## src/rtl/dp_link_train.sv

```systemverilog
// DisplayPort 2-lane link-training sequencer: clock recovery then channel EQ over DPCD AUX.
// Optional macro LT_RATE_FALLBACK_EN: on CR failure at 0x0A retrain once at 0x06, exposing rate_fb.
module dp_link_train #(
    parameter int unsigned CR_WAIT  = 16200,
    parameter int unsigned EQ_WAIT  = 64800,
    parameter int unsigned MAXTRIES = 5
) (
    input  logic        dpclk,
    input  logic        dpreset_n,
    input  logic        start,
    input  logic [7:0]  linkbw,
    output logic [2:0]  phymode,
    output logic [1:0]  drvswing,
    output logic [1:0]  drvpre,
    output logic        auxreq,
    output logic        auxwr,
    output logic [19:0] auxaddr,
    output logic [7:0]  auxwdata,
    input  logic        auxack,
    input  logic        auxerr,
    input  logic [7:0]  auxrdata,
`ifdef LT_RATE_FALLBACK_EN
    output logic        rate_fb,
`endif
    output logic        busy,
    output logic        linkup,
    output logic        fail
);
    localparam int unsigned MaxWait = (EQ_WAIT > CR_WAIT) ? EQ_WAIT : CR_WAIT;
    localparam int unsigned TimerW  = $clog2(MaxWait + 1);
    localparam int unsigned CntW    = $clog2(MAXTRIES + 1);

    typedef enum logic [3:0] {
        StIdle, StWBw, StWLc, StWP1, StWDrv, StCrWait, StRCr, StRAdj,
        StWP2, StEqWait, StREq, StRLane, StWP0, StLinkup, StFail
    } state_t;

    state_t              state_q, state_d;
    logic [2:0]          phymode_q, phymode_d;
    logic [1:0]          swing_q, swing_d, pre_q, pre_d;
    logic                auxreq_q, auxreq_d, auxwr_q, auxwr_d;
    logic [19:0]         auxaddr_q, auxaddr_d;
    logic [7:0]          auxwdata_q, auxwdata_d;
    logic                busy_q, busy_d, linkup_q, linkup_d, fail_q, fail_d;
    logic [TimerW-1:0]   timer_q, timer_d;
    logic [CntW-1:0]     cr_cnt_q, cr_cnt_d, eq_cnt_q, eq_cnt_d;
    logic                lane_q, lane_d, eq_phase_q, eq_phase_d;
    logic [7:0]          rate_q, rate_d;
`ifdef LT_RATE_FALLBACK_EN
    logic                rate_fb_q, rate_fb_d;
`endif

    logic                ack, is_aux, req_wr, cr_fail, eq_fail;
    logic [19:0]         req_addr;
    logic [7:0]          req_data, drv_byte;
    logic [1:0]          new_swing, new_pre;
    logic [CntW-1:0]     cr_next, eq_next;

    function automatic logic [1:0] max2(input logic [1:0] a, input logic [1:0] b);
        return (a > b) ? a : b;
    endfunction

    function automatic logic [CntW-1:0] sat_inc(input logic [CntW-1:0] v);
        return (&v) ? v : v + CntW'(1);
    endfunction

    always_comb begin
        state_d    = state_q;
        phymode_d  = phymode_q;
        swing_d    = swing_q;
        pre_d      = pre_q;
        auxreq_d   = auxreq_q;
        auxwr_d    = auxwr_q;
        auxaddr_d  = auxaddr_q;
        auxwdata_d = auxwdata_q;
        timer_d    = timer_q;
        cr_cnt_d   = cr_cnt_q;
        eq_cnt_d   = eq_cnt_q;
        lane_d     = lane_q;
        eq_phase_d = eq_phase_q;
        rate_d     = rate_q;
`ifdef LT_RATE_FALLBACK_EN
        rate_fb_d  = rate_fb_q;
`endif
        ack       = auxreq_q & auxack;
        cr_fail   = 1'b0;
        eq_fail   = 1'b0;
        drv_byte  = {3'b000, pre_q, swing_q == 2'd3, swing_q};
        new_swing = max2(auxrdata[1:0], auxrdata[5:4]);
        new_pre   = max2(auxrdata[3:2], auxrdata[7:6]);
        cr_next   = (new_swing == swing_q) ? sat_inc(cr_cnt_q) : '0;
        eq_next   = sat_inc(eq_cnt_q);

        is_aux   = 1'b1;
        req_wr   = 1'b1;
        req_addr = 20'h00102;
        req_data = 8'h00;
        case (state_q)
            StWBw:   begin req_addr = 20'h00100; req_data = rate_q; end
            StWLc:   begin req_addr = 20'h00101; req_data = 8'h82; end
            StWP1:   req_data = 8'h21;
            StWDrv:  begin req_addr = lane_q ? 20'h00104 : 20'h00103; req_data = drv_byte; end
            StRCr,
            StREq:   begin req_wr = 1'b0; req_addr = 20'h00202; end
            StRAdj:  begin req_wr = 1'b0; req_addr = 20'h00206; end
            StRLane: begin req_wr = 1'b0; req_addr = 20'h00204; end
            StWP2:   req_data = 8'h22;
            StWP0:   req_data = 8'h00;
            default: is_aux = 1'b0;
        endcase

        // Request fields are captured only on the raising edge so they hold steady until ack.
        if (is_aux && !auxreq_q) begin
            auxreq_d   = 1'b1;
            auxwr_d    = req_wr;
            auxaddr_d  = req_addr;
            auxwdata_d = req_data;
        end

        case (state_q)
            StIdle, StLinkup, StFail: begin
                if (start) begin
                    state_d    = StWBw;
                    rate_d     = linkbw;
                    phymode_d  = 3'd0;
                    swing_d    = 2'd0;
                    pre_d      = 2'd0;
                    cr_cnt_d   = '0;
                    eq_cnt_d   = '0;
                    lane_d     = 1'b0;
                    eq_phase_d = 1'b0;
`ifdef LT_RATE_FALLBACK_EN
                    rate_fb_d  = 1'b0;
`endif
                end
            end
            StCrWait: begin
                if (timer_q == '0) state_d = StRCr;
                else               timer_d = timer_q - TimerW'(1);
            end
            StEqWait: begin
                if (timer_q == '0) state_d = StREq;
                else               timer_d = timer_q - TimerW'(1);
            end
            default: begin
                if (ack) begin
                    auxreq_d = 1'b0;
                    if (auxerr) begin
                        state_d = StFail;
                    end else begin
                        case (state_q)
                            StWBw: state_d = StWLc;
                            StWLc: state_d = StWP1;
                            StWP1: begin
                                phymode_d  = 3'd2;
                                swing_d    = 2'd0;
                                pre_d      = 2'd0;
                                cr_cnt_d   = '0;
                                lane_d     = 1'b0;
                                eq_phase_d = 1'b0;
                                state_d    = StWDrv;
                            end
                            StWDrv: begin
                                lane_d = ~lane_q;
                                if (lane_q) begin
                                    state_d = eq_phase_q ? StEqWait : StCrWait;
                                    timer_d = eq_phase_q ? TimerW'(EQ_WAIT - 1)
                                                         : TimerW'(CR_WAIT - 1);
                                end
                            end
                            StRCr: state_d = (auxrdata[0] && auxrdata[4]) ? StWP2 : StRAdj;
                            StRAdj: begin
                                swing_d = new_swing;
                                pre_d   = new_pre;
                                state_d = StWDrv;
                                if (!eq_phase_q) begin
                                    cr_cnt_d = cr_next;
                                    // Max swing already applied and CR still not locked: give up.
                                    if (cr_next == CntW'(MAXTRIES) || swing_q == 2'd3) cr_fail = 1'b1;
                                end
                            end
                            StWP2: begin
                                phymode_d  = 3'd3;
                                eq_phase_d = 1'b1;
                                state_d    = StEqWait;
                                timer_d    = TimerW'(EQ_WAIT - 1);
                            end
                            StREq: begin
                                if (!(auxrdata[0] && auxrdata[4])) begin
                                    eq_phase_d = 1'b0;
                                    state_d    = StWP1;
                                end else if ((auxrdata & 8'h77) == 8'h77) begin
                                    state_d = StRLane;
                                end else begin
                                    eq_fail = 1'b1;
                                end
                            end
                            StRLane: begin
                                if (auxrdata[0]) state_d = StWP0;
                                else             eq_fail = 1'b1;
                            end
                            StWP0: begin
                                phymode_d = 3'd1;
                                state_d   = StLinkup;
                            end
                            default: ;
                        endcase
                    end
                end
            end
        endcase

        if (cr_fail) begin
`ifdef LT_RATE_FALLBACK_EN
            if (rate_q == 8'h0A) begin
                rate_d     = 8'h06;
                rate_fb_d  = 1'b1;
                swing_d    = 2'd0;
                pre_d      = 2'd0;
                cr_cnt_d   = '0;
                eq_cnt_d   = '0;
                lane_d     = 1'b0;
                eq_phase_d = 1'b0;
                phymode_d  = 3'd0;
                state_d    = StWBw;
            end else begin
                state_d = StFail;
            end
`else
            state_d = StFail;
`endif
        end

        if (eq_fail) begin
            eq_cnt_d = eq_next;
            state_d  = (eq_next == CntW'(MAXTRIES)) ? StFail : StRAdj;
        end

        if (state_d == StFail) phymode_d = 3'd0;
        busy_d   = !(state_d == StIdle || state_d == StLinkup || state_d == StFail);
        linkup_d = (state_d == StLinkup);
        fail_d   = (state_d == StFail);
    end

    always_ff @(posedge dpclk or negedge dpreset_n) begin
        if (!dpreset_n) begin
            state_q    <= StIdle;
            phymode_q  <= 3'd0;
            swing_q    <= 2'd0;
            pre_q      <= 2'd0;
            auxreq_q   <= 1'b0;
            auxwr_q    <= 1'b0;
            auxaddr_q  <= 20'h0;
            auxwdata_q <= 8'h00;
            busy_q     <= 1'b0;
            linkup_q   <= 1'b0;
            fail_q     <= 1'b0;
            timer_q    <= '0;
            cr_cnt_q   <= '0;
            eq_cnt_q   <= '0;
            lane_q     <= 1'b0;
            eq_phase_q <= 1'b0;
            rate_q     <= 8'h00;
`ifdef LT_RATE_FALLBACK_EN
            rate_fb_q  <= 1'b0;
`endif
        end else begin
            state_q    <= state_d;
            phymode_q  <= phymode_d;
            swing_q    <= swing_d;
            pre_q      <= pre_d;
            auxreq_q   <= auxreq_d;
            auxwr_q    <= auxwr_d;
            auxaddr_q  <= auxaddr_d;
            auxwdata_q <= auxwdata_d;
            busy_q     <= busy_d;
            linkup_q   <= linkup_d;
            fail_q     <= fail_d;
            timer_q    <= timer_d;
            cr_cnt_q   <= cr_cnt_d;
            eq_cnt_q   <= eq_cnt_d;
            lane_q     <= lane_d;
            eq_phase_q <= eq_phase_d;
            rate_q     <= rate_d;
`ifdef LT_RATE_FALLBACK_EN
            rate_fb_q  <= rate_fb_d;
`endif
        end
    end

    assign phymode  = phymode_q;
    assign drvswing = swing_q;
    assign drvpre   = pre_q;
    assign auxreq   = auxreq_q;
    assign auxwr    = auxwr_q;
    assign auxaddr  = auxaddr_q;
    assign auxwdata = auxwdata_q;
    assign busy     = busy_q;
    assign linkup   = linkup_q;
    assign fail     = fail_q;
`ifdef LT_RATE_FALLBACK_EN
    assign rate_fb  = rate_fb_q;
`endif

endmodule
```

## config.mk

```make
export PLATFORM = sky130hd
export DESIGN_NAME = dp_link_train
export DESIGN_NICKNAME = d
export VERILOG_FILES = /design/src/rtl/dp_link_train.sv
export SDC_FILE = /design/constraint.sdc
export NUM_CORES = 1
export LEC_CHECK = 0
export CORE_MARGIN = 3
export CORE_UTILIZATION = 40
export CTS_CLUSTER_DIAMETER = 200
export DETAILED_ROUTE_END_ITERATION = 6
export GPL_TIMING_DRIVEN = 0
export SLEW_MARGIN = 30
export SYNTH_ARGS = -nofsm -noshare
export SYNTH_HDL_FRONTEND = slang
export SYNTH_SLANG_ARGS = --single-unit
```

## constraint.sdc

```tcl
create_clock -name dpclk -period 2.19 [get_ports dpclk]
set_input_delay 0.438 -clock dpclk [delete_from_list [all_inputs] [get_ports dpclk]]
set_output_delay 0.438 -clock dpclk [all_outputs]
set_load 0.05 [all_outputs]
```

Word-level counts from Yosys, hierarchy flattened

Index checks and enable logic that the tools add are counted.

$add $sub $neg: 3
Order comparisons: 2
Equality and inequality tests: 31
Muxes and demuxes: 81
Bitwise operators: 4
Reductions and logical operators: 37

Operators with widths:

| cell                                                                   | number |
|---|---|
| 16-bit 2-to-1 mux                                                      | 5 |
| 16-bit one-hot mux with 2 select lines                                 | 2 |
| 10-bit one-hot mux with 6 select lines                                 | 1 |
| 4-bit 2-to-1 mux                                                       | 14 |
| 8-bit one-hot mux with 5 select lines                                  | 1 |
| 3-bit 2-to-1 mux                                                       | 13 |
| 4-bit equality test (second input constant)                            | 9 |
| 4-bit one-hot mux with 9 select lines                                  | 1 |
| 1-bit 2-to-1 mux                                                       | 23 |
| 3-bit one-hot mux with 2 select lines                                  | 3 |
| 6-bit AND reduction                                                    | 3 |
| 4-bit by 3-bit equality test with 1-bit output (second input constant) | 4 |
| 16-bit logical NOT                                                     | 1 |
| 2-bit one-hot mux with 2 select lines                                  | 4 |
| 16-bit by 1-bit subtractor with 16-bit output (second input constant)  | 1 |
| 5-bit AND reduction                                                    | 3 |
| 2-bit 2-to-1 mux                                                       | 7 |
| 3-bit != test (second input constant)                                  | 4 |
| 4-bit one-hot mux with 3 select lines                                  | 1 |
| 3-bit nonzero test                                                     | 4 |
| 10-bit OR reduction                                                    | 1 |
| 3-bit one-hot mux with 3 select lines                                  | 1 |
| 4-bit by 2-bit equality test with 1-bit output (second input constant) | 2 |
| 4-bit logical NOT                                                      | 2 |
| 26 further kinds                                                       | 48 |

Register bits after elaboration: 76
Input port bits: 21
Word-level logic and storage cells: 175

Logic depth before layout (Yosys ltp)

Depth in word-level cells: 18
Depth in mapped cells: 11
Depth with buffers taken out: 9

Worst setup path before layout

OpenSTA, ideal clock, no wires.

Kind: flip-flop to flip-flop
Start point: register auxreq_q (netlist: auxreq)
End point: register timer_q[6]
Library setup time: 0.121 ns
Arrival: 2.320 ns
Slack: -0.251 ns
Cell stages (with the launch flop): 9
Path buffers: 2
Period minus slack after synthesis: 2.441 ns
Cell sequence: dfrtp_1 nand2_1 or2_2 clkbuf_1 or3_1 clkbuf_1 nand2_1 o21ai_1 a22o_1

Cells in the longest elaborated chain, start to end: 3

Ends and longest elaborated chain:

| what                          | RTL line | RTL |
|---|---|---|
| start, declared               | 41       | `logic auxreq_q, auxreq_d, auxwr_q, auxwr_d;` |
| start signal, assigned        | 272      | `auxreq_q <= auxreq_d;` |
| 1-bit AND                     | 85       | `ack = auxreq_q & auxack;` |
| 2-bit nonzero test (no line)  | n/a      |  |
| 6-bit AND reduction (no line) | n/a      |  |
| end signal, assigned          | 279      | `timer_q <= timer_d;` |
| end, declared                 | 45       | `logic [TimerW-1:0] timer_q, timer_d;` |

Every way passes these cells.
A chain may end at the register's enable or synchronous reset.

Worst setup path after layout

Start point: register state_q[1]
End point: register phymode_q[0] (netlist: phymode[0])

Cells in the longest elaborated chain, start to end: 11

Ends and longest elaborated chain:

| what                                                                       | RTL line | RTL |
|---|---|---|
| start, declared                                                            | 38       | `state_t state_q, state_d;` |
| start signal, assigned                                                     | 247      | `state_q <= StIdle;` |
| start signal, assigned                                                     | 268      | `state_q <= state_d;` |
| 4-bit by 3-bit equality test with 1-bit output (tied with other cells)     | 151      | `case (state_q)` |
| 2-bit OR reduction (no line) / 4-bit 2-to-1 mux (equally long branches)    | n/a      |  |
| 4-bit one-hot mux with 9 select lines                                      | 151      |  |
| 4-bit 2-to-1 mux                                                           | 148      | `if (auxerr) begin` |
| 4-bit 2-to-1 mux                                                           | 146      | `if (ack) begin` |
| 4-bit one-hot mux with 3 select lines                                      | 120      | `case (state_q)` |
| 4-bit 2-to-1 mux                                                           | 213      | `if (cr_fail) begin` |
| 4-bit 2-to-1 mux (*)                                                       | 234      | `if (eq_fail) begin` |
| 4-bit equality test (*)                                                    | n/a      |  |
| via fail_d                                                                 | 44       | `logic busy_q, busy_d, linkup_q, linkup_d, fail_q, fail_d;` |
| 3-bit by 1-bit != test with 1-bit output (no line) (tied with other cells) | n/a      |  |
| 5-bit AND reduction (no line)                                              | n/a      |  |
| end signal, assigned                                                       | 269      | `phymode_q <= phymode_d;` |
| end, declared                                                              | 39       | `logic [2:0] phymode_q, phymode_d;` |

Mark *: on every way through the listed nets, which the timed path passes. The rest lies on a longest branch. The select of a mux whose other input is x is not followed.

==> results by group <==
Place
  – Placed cell count: 693
  – Pre-CTS WS: -1.09 ns
  – Port bufs: 44
  – Post-DP HPWL: 8830 um
  – Routability Congestion: 0.938

Critical path
  – CP Depth: 8
  – CP startpoint: state_q[1]$_DFF_PN0_
  – CP delay by family, top: compound AO/OA/AOI/OAI gates
  – Slowest cell on crit path: dfrtp_2
  – Cell Chain, Critical Path: buf_12 -> and3_2 -> a2111oi_4 -> o21ai_2 -> a211o_1 -> o2bb2ai_2 -> and4bb_4 -> o22ai_2
  – Worst Setup EP: phymode[0]$_DFFE_PN0P_
  – Data required, critical path: 2.41 ns
  – Max Fanout on Critical Path: 10
  – Reg2reg end: phymode[0]$_DFFE_PN0P_
  – CP Launch Type: register
  – Max incr delay on CP: 0.45 ns
  – WP buf/inv: 1
  – Crit end category: register
  – Reg2Reg Launch Point: state_q[1]$_DFF_PN0_
  – R2R depth: 8
  – Critical path class: register to register
  – R2r setup slk: -0.17 ns
  – WP data arrival: 2.58 ns

Clock tree
  – Reg clk slew, reported paths: 0.07 ns
  – Number of H-tree levels: 3
  – TritonCTS clock tree: built
  – Clock Tree Buf Depth: 2
  – TritonCTS Buffers: 9
  – Clock Root Buffer: clkbuf_8
  – Worst-skew pair later-pin latency: 0.35 ns
  – Total clock sinks: 60

Finish
  – Filler cells: 878
  – Share of layout cells above drive strength 1: 0.336
  – ANT cells: 0
  – Most common cell after layout, fill and taps aside: nand2_1
  – Area grow syn2layout: 43.4%
  – Commonest cells after routing, fill and taps aside: nand2_1, dfrtp_1, buf_4
  – Layout Cells excl Fill: 738
  – Final net count: 631
  – Fin util: 0.600

Logic synthesis
  – Post-synthesis mux area share: 0.00960
  – Synth async-reset ratio: 1.00
  – Post-synth EDFFs: 0
  – Main combinational cell family by area after synthesis: simple AND/OR/NAND/NOR gates
  – Yosys cell types: 70
  – Seq/Total Area, Yosys: 0.360
  – Synth Area in Compound Gates: 0.234
  – Xor/xnor cell area share of the yosys netlist: 0.0276
  – Mapped cell area: 4170 sq um
  – Synth Area in Adders: 0.0300
  – Yosys warnings: 0
  – Seq cells post-synth: 60
  – Dominant synthesized flop cell: dfrtp_1
  – Simple-gate share of the synthesized area: 0.242
  – Syn_area_per_cell: 8.34 sq um
  – Mapped Cells: 500

Routing
  – Vias: 4174
  – Pre-Repair DR Iteration Count: 5
  – Antenna-violating nets left: 0
  – # DRC: 0
  – Vias per cell: 5.66
  – Post-Route WL: 12900 um
  – DRT iter0 DRCs: 282
  – Routed WL per cell: 17.4 um

Die
  – Row count: 36
  – Die Span X: 108 um
  – Ports: 61
  – Core Box Area: 9950 sq um
  – Die ar.: 11700 sq um
  – Initial Util: 0.419
  – Die H: 108 um

Power and ir drop
  – Switching part of the total power: 0.482
  – Cell Int Power: 4570 uW
  – Net switching power: 4250 uW
  – Leak: 0.00250 uW
  – Worst vdd ir: 0.000722 V
  – Clock network power share: 0.127
  – Register share of total power: 0.216
  – Comb pwr share: 0.657
  – Power per cell area: 1480 nW/um^2

Global routing
  – Vias in the first global route: 3967
  – Gr ovfl total: 0
  – Largest net degree at the start of global routing: 34
  – First-pass GRT wire length: 20600 um
  – GR Util All Layers: 0.224
  – Initial antenna violation count: 0

STA
  – Hold Violations, Final: 0
  – Setup WS post-layout: -0.170 ns
  – # setup viols final: 11
  – Slew @ Worst Pin: 0.540 ns
  – Rel. slew slack: 0.640
  – RSZ-0062 raised after global routing: true
  – Clk_skew: 0.00910 ns
  – Shortest clock period the worst path allows after layout: 2.36 ns
  – Fmax: 424 MHz
  – Final period utilization: 1.08
  – Slew Viols, Final: 0

Outcome
  – Status: complete, but fails checks
  – Failing checks: negative setup slack

Job
  – Max-cap violations: 0

Hold path
  – Min-delay worst type: primary input to asynchronous set/reset pin
timing repair:
item,in CTS,in global routing
setup endpoints to repair,38,42
hold buffers,0,0
gates resized for setup,100,87
pin swaps,37,31
buffers inserted,20,12
flip-flops by register name, summed over array words and instances, names as in the netlist:
name,count
auxreq,1
cr_cnt_q,3
lane_q,1
linkup,1
fail,1
eq_phase_q,1
state_q,4
drvpre,2
eq_cnt_q,3
drvswing,2
auxwr,1
busy,1
phymode,2
auxaddr,5
timer_q,16
rate_q,8
auxwdata,8
metal layers:
| layer | vias up | global-route usage | wire length [um] |
|---|---|---|---|
| li1 | 1965 | - | - |
| met1 | 2007 | 0.319 | 5830 |
| met5 | - | 0 | 0 |
| met3 | 28 | 0.0454 | 913 |
| met2 | 174 | 0.341 | 5880 |
| met4 | 0 | 0.0748 | 243 |
Yosys cell counts (all sizes together), types with 3 or more instances:
library cell | count | share of area
nand4 | 3 | 0.0045
o21ai | 42 | 0.051
nand2 | 69 | 0.062
a221oi | 3 | 0.0063
a22oi | 6 | 0.011
xnor2 | 7 | 0.015
mux2i | 4 | 0.0096
a22o | 4 | 0.0084
or2 | 5 | 0.0075
nand3b | 4 | 0.0072
and3 | 5 | 0.0075
nor4 | 6 | 0.011
or3 | 5 | 0.0075
o31ai | 10 | 0.019
clkbuf | 12 | 0.011
buf | 36 | 0.062
o41ai | 4 | 0.0084
nand3 | 7 | 0.0096
dfrtp | 60 | 0.36
a211oi | 5 | 0.0090
nand2b | 6 | 0.011
nor2 | 36 | 0.032
a21o | 3 | 0.0054
o21a | 5 | 0.0090
a32oi | 4 | 0.0084
nor3 | 22 | 0.029
nor2b | 8 | 0.012
o22ai | 5 | 0.0090
ha | 10 | 0.030
xor2 | 4 | 0.013
a21oi | 36 | 0.043
or4 | 5 | 0.0090
inv | 24 | 0.022
worst min path at each step:
stage / start / endpoint / slack [ns]
finish: dpreset_n / timer_q[11]$_DFFE_PN0P_ / 0.007
detailed placement: dpreset_n / timer_q[11]$_DFFE_PN0P_ / 0.39
floorplan: dpreset_n / auxaddr[0]$_DFFE_PN0P_ / 0.14
global route: dpreset_n / auxwdata[6]$_DFFE_PN0P_ / 0.02
CTS: dpreset_n / timer_q[11]$_DFFE_PN0P_ / 0.009
global placement: auxwdata[6]$_DFFE_PN0P_ / auxwdata[6]$_DFFE_PN0P_ / 0.46
kinds of logic (layout without fill, tap and decap cells):
logic type,Yosys count,in the layout
adder cells (fa/ha/maj),10,10
buffers and inverters,73,163
flip-flops,60,60
other,1,16
AND/OR/NAND/NOR,194,194
XOR/XNOR,11,11
AO/OA/AOI/OAI,147,147
multiplexers,4,4
power by group through the flow:
stage          registers [uW]  logic, uW  clock network, uW
2_1_floorplan            2350       2670                  0
3_3_place_gp             1870       4360                  0
3_5_place_dp             1890       4380                  0
4_1_cts                  1880       5130               1160
5_1_grt                  1970       6200               1200
6_report                 1910       5800               1120
worst register-to-register path, stage by stage, from the launching register on:
cell and delay (ns):
dfrtp_2 0.45, buf_12 0.17, and3_2 0.26, a2111oi_4 0.36, o21ai_2 0.11, a211o_1 0.29, o2bb2ai_2 0.13, and4bb_4 0.41
o22ai_2 0.08
through the flow:
step | cell area [sq um] | setup TNS (ns) | total power [uW] | hold WS [ns]
3_3_place_gp | 4880 | -101.05 | 6220 | 0.462
6_report | 5980 | -0.796 | 8820 | 0.00735
3_5_place_dp | 4900 | -23.09 | 6270 | 0.387
5_1_grt | 5980 | -1.85 | 9360 | 0.0243
2_1_floorplan | 4270 | -0.149 | 5020 | 0.142
4_1_cts | 5650 | -1.59 | 8160 | 0.00892
area by class of cell:
class / instances / area, sq um / area share
buffer: 45 / 359 / 0.0601
tap: 133 / 166 / 0.0278
multi-input combinational: 382 / 2910 / 0.486
sequential: 60 / 1510 / 0.253
timing repair buffer: 77 / 721 / 0.121
clock inverter: 5 / 75.1 / 0.0126
inverter: 25 / 97.6 / 0.0163
clock buffer: 11 / 141 / 0.0237
Note: power is estimated with default switching activity, not from simulation.
